===== src/rtl/instruction_fetch.sv =====
// instruction_fetch: PC sequencer with a one-entry output slot, branch redirect and halt detection
module instruction_fetch #(
  parameter int MEM_DEPTH = 64,
  parameter logic [7:0] RESET_PC = 8'h00,
  parameter logic [7:0] HALT_OPCODE = 8'hFF
) (
  input  logic       clk,
  input  logic       rst_n,
  input  logic       start,
  input  logic       branch_taken,
  input  logic [7:0] branch_target,
  output logic [7:0] instruction_address,
  input  logic [7:0] instruction_data,
  output logic [7:0] out_instr,
  output logic [7:0] out_pc,
  output logic       out_valid,
  input  logic       out_ready,
  output logic       halted
);
  localparam logic [7:0] PC_MASK = 8'(MEM_DEPTH - 1);
  typedef enum logic [1:0] {S_IDLE, S_RUN, S_HALT} state_t;
  state_t state_q, state_d;
  logic [7:0] pc_q, pc_d, instr_q, instr_d, opc_q, opc_d;
  logic valid_q, valid_d, halted_q;
  logic slot_free;
  assign slot_free = !valid_q || out_ready;
  assign instruction_address = pc_q;
  assign out_instr = instr_q;
  assign out_pc = opc_q;
  assign out_valid = valid_q;
  assign halted = halted_q;
  // next state: a redirect wins over everything; otherwise capture in RUN when the slot is free
  always_comb begin
    state_d = state_q;
    pc_d = pc_q;
    instr_d = instr_q;
    opc_d = opc_q;
    valid_d = valid_q && !out_ready;
    if (branch_taken) begin
      state_d = S_RUN;
      pc_d = branch_target & PC_MASK;
      valid_d = 1'b0;
    end else begin
      case (state_q)
        S_IDLE: state_d = start ? S_RUN : S_IDLE;
        S_RUN: if (slot_free) begin
          instr_d = instruction_data;
          opc_d = pc_q;
          valid_d = 1'b1;
          state_d = (instruction_data == HALT_OPCODE) ? S_HALT : S_RUN;
          pc_d = (instruction_data == HALT_OPCODE) ? pc_q : ((pc_q + 8'd1) & PC_MASK);
        end
        S_HALT: if (start) begin
          state_d = S_RUN;
          pc_d = (pc_q + 8'd1) & PC_MASK;
        end
        default: state_d = S_IDLE;
      endcase
    end
  end
  // state registers with asynchronous clear
  always_ff @(posedge clk or negedge rst_n) begin
    if (!rst_n) begin
      state_q <= S_IDLE;
      pc_q <= RESET_PC;
      instr_q <= 8'h00;
      opc_q <= 8'h00;
      valid_q <= 1'b0;
      halted_q <= 1'b0;
    end else begin
      state_q <= state_d;
      pc_q <= pc_d;
      instr_q <= instr_d;
      opc_q <= opc_d;
      valid_q <= valid_d;
      halted_q <= (state_d == S_HALT);
    end
  end
endmodule


===== config.mk =====
export PLATFORM = sky130hd
export DESIGN_NAME = instruction_fetch
export DESIGN_NICKNAME = d
export VERILOG_FILES = /design/src/rtl/instruction_fetch.sv
export SDC_FILE = /design/constraint.sdc
export NUM_CORES = 1
export LEC_CHECK = 0
export BUFFER_PORTS_ARGS = -buffer_cell sky130_fd_sc_hd__buf_2
export CAP_MARGIN = 20
export CORE_ASPECT_RATIO = 0.6
export CORE_UTILIZATION = 45
export CTS_CLUSTER_DIAMETER = 100
export CTS_CLUSTER_SIZE = 28
export DETAILED_ROUTE_END_ITERATION = 16
export PLACE_DENSITY = 0.83
export SLEW_MARGIN = 40
export SYNTH_ARGS = -nofsm -noshare
export SYNTH_HDL_FRONTEND = slang
export SYNTH_SLANG_ARGS = --single-unit

===== constraint.sdc =====
create_clock -name clk -period 1.8 [get_ports clk]
set_input_delay 0.09 -clock clk [delete_from_list [all_inputs] [get_ports clk]]
set_output_delay 0.09 -clock clk [all_outputs]
set_load 0.01 [all_outputs]

After elaboration in Yosys (flattened, before gate mapping) --
Index checks and enable logic that the tools add are counted.
Word-level totals: flip-flop bits (word level) 28, input port bits 21, output and inout port bits 26, word-level logic and storage cells 37
Cells by class: $add $sub $neg 1, equal/unequal tests 7, mux-type cells 14, bitwise gates (word level) 1, reduce and logical (&&, ||, !) cells 8
Operator list (number):
- 8-bit 2-to-1 mux | 4
- 8-bit one-hot mux with 2 select lines | 1
- 3-bit != test (second input constant) | 3
- 8-bit equality test (second input constant) | 1
- 2-bit 2-to-1 mux | 4
- 6-bit by 1-bit adder with 6-bit output (second input constant) | 1
- 2-bit one-hot mux with 3 select lines | 1
- 2-bit equality test (second input constant) | 2
- 1-bit 2-to-1 mux | 4
- 4-bit AND reduction | 1
- 3-bit AND reduction | 1
- 3-bit nonzero test | 1
- 2-bit by 1-bit equality test with 1-bit output (second input constant) | 1
- 1-bit logical NOT | 2
- 2-bit logical NOT | 1
- 1-bit logical AND | 1
- 1-bit logical OR | 1
- 1-bit NOT | 1

Logic depth before layout (Yosys ltp) --
depth after elaboration 6, gate-level depth with buffers 5, depth with buffers taken out 5

Worst setup path after synthesis --
No wires, ideal clock.
path type register to register, start register pc_q[0], in the netlist instruction_address[0], end register pc_q[1], in the netlist instruction_address[1], setup time 0.125 ns, arrival time 1.234 ns, setup slack 0.441 ns, stages on the path, launching flop included 4, clock period less this slack 1.359 ns, path through dfrtp_1 > ha_1 > mux2_2 > mux2_4
Between the ends: word-level cells in the longest chain between the ends 5, elaborated cells on any way between the ends 6
Ends and longest elaborated chain:
- start: declaration | RTL line 23 | logic [7:0] pc_q, pc_d, instr_q, instr_d, opc_q, opc_d;
- start signal: assignment | RTL line 72 | pc_q <= pc_d;
- 6-bit by 1-bit adder with 6-bit output (*) | RTL line 51, 55
- 8-bit 2-to-1 mux | RTL line 51 | pc_d = (instruction_data == HALT_OPCODE) ? pc_q : ((pc_q + 8'd1) & PC_MASK);
- 8-bit 2-to-1 mux | RTL line 46 | S_RUN: if (slot_free) begin
- 8-bit one-hot mux with 2 select lines (*) | RTL line 44 | case (state_q)
- 8-bit 2-to-1 mux (*) | RTL line 39 | if (branch_taken) begin
Mark *: on every way between the ends. The rest lies on a longest branch, timed or not. The select of a mux whose other input is x is not followed. A chain may end at the register's enable or synchronous reset.

Worst setup path after layout --
start register state_q[1], end register pc_q[5], in the netlist instruction_address[5]
Between the ends: word-level cells in the longest chain between the ends 3, elaborated cells on any way between the ends 9
Ends and longest elaborated chain:
- start: declaration | RTL line 22 | state_t state_q, state_d;
- start signal: assignment | RTL line 71 | state_q <= state_d;
- 2-bit by 1-bit equality test with 1-bit output or 2-bit equality test (tied branches) | RTL line 44
- 3-bit != test (no line) (tied with other cells)
- 4-bit AND reduction (no line) or 8-bit 2-to-1 mux (tied branches)
Parallel ways exist; a longest one is shown, timed or not.

==> impl_metrics.toml <==
[layout]
stdcell_count = 161
multi_input_area_um2 = 480
final_common_cell = "buf_2"
areaGrowthSynthToFinish_pct = 23.8
most-common-layout-cells = "buf_2, dfrtp_1, mux2_2"
layout.nets = 154
regArea_um2 = 601
drive_gt1_share_pct = 50.4
diodes = 0
final_core_util_pct = 61.4
fillCellCount = 203

[placed_design]
hpwl_mm = 1.69
port_buffers = 40
dp_cells = 156
gp_congestion = 0.753

[timing]
tightest_slew_ns = 0.535
hold_viol = 0
setup_viol = 0
relSlewSlack_pct = 64.4
finalClockSkew_ns = 0.00387
whs_ns = 0.0557
tns_ns = 0
min_period_over_period_pct = 85.1
slew_viol_final = 0
final.min_clock_period_ns = 1.53
fmax_mhz = 653
rsz0062_at_grt = "false"

[global_route]
grt_max_degree = 25
overflow = 0
antenna_found_initial = 0
grt_pass1_wl_mm = 3.55
grt_pass1_vias = 776
grt.total_usage_pct = 19.0

[worst_hold_path]
min_path_type = "in2reg"
hp-start = "branch_target[4]"
worstHoldPathCells = 2
hold-path-endpoint = "instruction_address[4]"

[synth]
synthXorXnorAreaFrac_pct = 1.56
synth_area_per_cell_um2 = 12.6
muxShareOfSynthArea_pct = 16.4
synth_compound_area_share_pct = 9.15
syn_area_um2 = 1120
yosysUniqueCellTypes = 29
synthCells = 89
ys_ff_latch = 24
synth_simple_gate_area_share_pct = 13.3
yosysWarningCount = 0
synth_top_family_by_area = "multiplexers"
synthAdderAreaFrac_pct = 1.12
ys_seq_area_share_pct = 53.6

[critical_path]
criticalPathCategory = "reg2reg"
timing.rr.start = "state_q[1]"
crit_path_start_kind = "register"
worstSetupStartpoint = "state_q[1]"
worstPathMaxFanout = 15
worst_ep_required_time_ns = 2.01
end_kind = "register"
cp.arrival_ns = 1.74
r2r_cells = 5
timing.rr.end = "instruction_address[5]"
ff2ff_setup_slack_ns = 0.27

[route]
wl_per_cell_um = 13.8
drtIter0Drc = 30
drt.antenna.violating_nets = 0
dr.pass1.iters = 4
drc = 0
post_drt_via_cell_ratio = 5.16
via_count = 831
routed_wl_mm = 2.22

[clocking]
cts_max_level = 1
cts-root-buf = "clkbuf_8"
cts.path.max_buffers = 2
cts_buffers = 3
cts_tree = "done"
clk_latency_ns = 0.26
cts_resized = 0
clock_sinks = 24
path_clk_slew_ns = 0.08
cts_setup_buffers = 0

[die]
io_pins = 47
die_x_um = 66.4
start_util_pct = 49.6
num_rows = 13
die_h_um = 40.7
die-area_um2 = 2700
coreArea_um2 = 2260

[pwr]
peakVddDrop_uv = 635
p_comb_share_pct = 22.8
pwr-share-seq_pct = 50.5
leakage_nw = 0.679
p_total_mw = 1.34
clkPwrFrac_pct = 26.7
power_density_nw_per_um2 = 963
p_sw_share_pct = 27.5
internal-power_mw = 0.970
p_switching_mw = 0.367

[run]
max_cap_viol_count = 0

[outcome]
status = "finished clean"
cells by family (layout without fill, tap and decap cells):
group	Yosys count	count (layout)
compound gates	15	15
xor+xnor	2	2
fa+ha+maj	1	1
buf+inv	7	46
flops	24	24
mux	16	16
other cells	1	4
simple gates	23	23
power groups by stage:
stage / Clock, mW / Combinational (mW) / Sequential (mW)
2_1_floorplan: 0 / 0.145 / 0.715
3_3_place_gp: 0 / 0.296 / 0.678
3_5_place_dp: 0 / 0.306 / 0.686
4_1_cts: 0.371 / 0.309 / 0.675
5_1_grt: 0.391 / 0.336 / 0.687
6_report: 0.357 / 0.305 / 0.674
final cells by class:
cell class / instances / share of cell area, %
repair buffers: 41 / 15.1
well taps: 30 / 2.71
multi-input cells: 61 / 34.6
inverters: 1 / 0.271
clock buffers: 4 / 3.97
flip-flops and latches: 24 / 43.3
through the flow:
stage / worst slack, ns / cell area [um2]
after floorplan: 0.441 / 1130
after global placement: 0.410 / 1320
after detailed placement: 0.312 / 1320
after CTS: 0.292 / 1390
after global routing: 0.208 / 1390
final: 0.268 / 1390
layer usage:
layer  routed length [um]  GRT usage, %  vias to the layer above
met5                    0             0                        -
met3                  186          6.94                        2
met2                 1030          34.4                       36
li1                     -             -                      399
met1                  989          22.3                      394
met4                   10          4.79                        0
Yosys cell counts:
cell | count | share of area [%]
inv_1 | 1 | 0.33
nand3b_4 | 1 | 1.8
clkbuf_8 | 1 | 1.2
nand3_1 | 3 | 1.3
nor2_1 | 5 | 1.7
mux2_4 | 1 | 1.3
a21oi_1 | 6 | 2.7
nand2_1 | 4 | 1.3
nand4_1 | 2 | 1.1
o22a_2 | 1 | 0.89
buf_4 | 4 | 2.7
o21ai_1 | 1 | 0.45
or2_2 | 1 | 0.56
or2b_1 | 1 | 0.67
o21ai_0 | 2 | 0.89
nand2b_2 | 1 | 0.78
a221o_1 | 4 | 3.6
and2_1 | 1 | 0.56
mux2_2 | 15 | 15
xnor2_1 | 2 | 1.6
clkbuf_1 | 1 | 0.33
ha_1 | 1 | 1.1
or3_1 | 1 | 0.56
nor3b_1 | 1 | 0.67
conb_1 | 1 | 0.33
dfrtp_1 | 24 | 54
nor2b_4 | 1 | 1.2
nor2_4 | 1 | 1.0
o211ai_1 | 1 | 0.67
registers in the layout (all words and copies together), names as in the netlist:
register / cells
out_valid: 1
instruction_address: 6
out_pc: 6
out_instr: 8
halted: 1
state_q: 2
worst max-delay path by stage:
stage / slack [ns] / endpoint
2_1_floorplan: 0.44 / instruction_address[1]
3_3_place_gp: 0.41 / instruction_address[4]
4_1_cts: 0.29 / instruction_address[5]
3_5_place_dp: 0.31 / instruction_address[5]
6_report: 0.27 / instruction_address[5]
5_1_grt: 0.21 / instruction_address[5]
worst max-delay path, stage by stage (launching register included):
cell and delay, ns:
dfrtp_1 0.43, nor2b_4 0.19, nand3b_4 0.23, o22a_2 0.33, a21oi_1 0.16, a221o_1 0.13
what timing repair did:
| action | 4_1_cts | 5_1_grt |
|---|---|---|
| hold buffers | 1 | 0 |
| setup endpoints to repair | 0 | 0 |
| hold endpoints to repair | 24 | 0 |
Note: power is estimated with default switching activity, not from simulation.
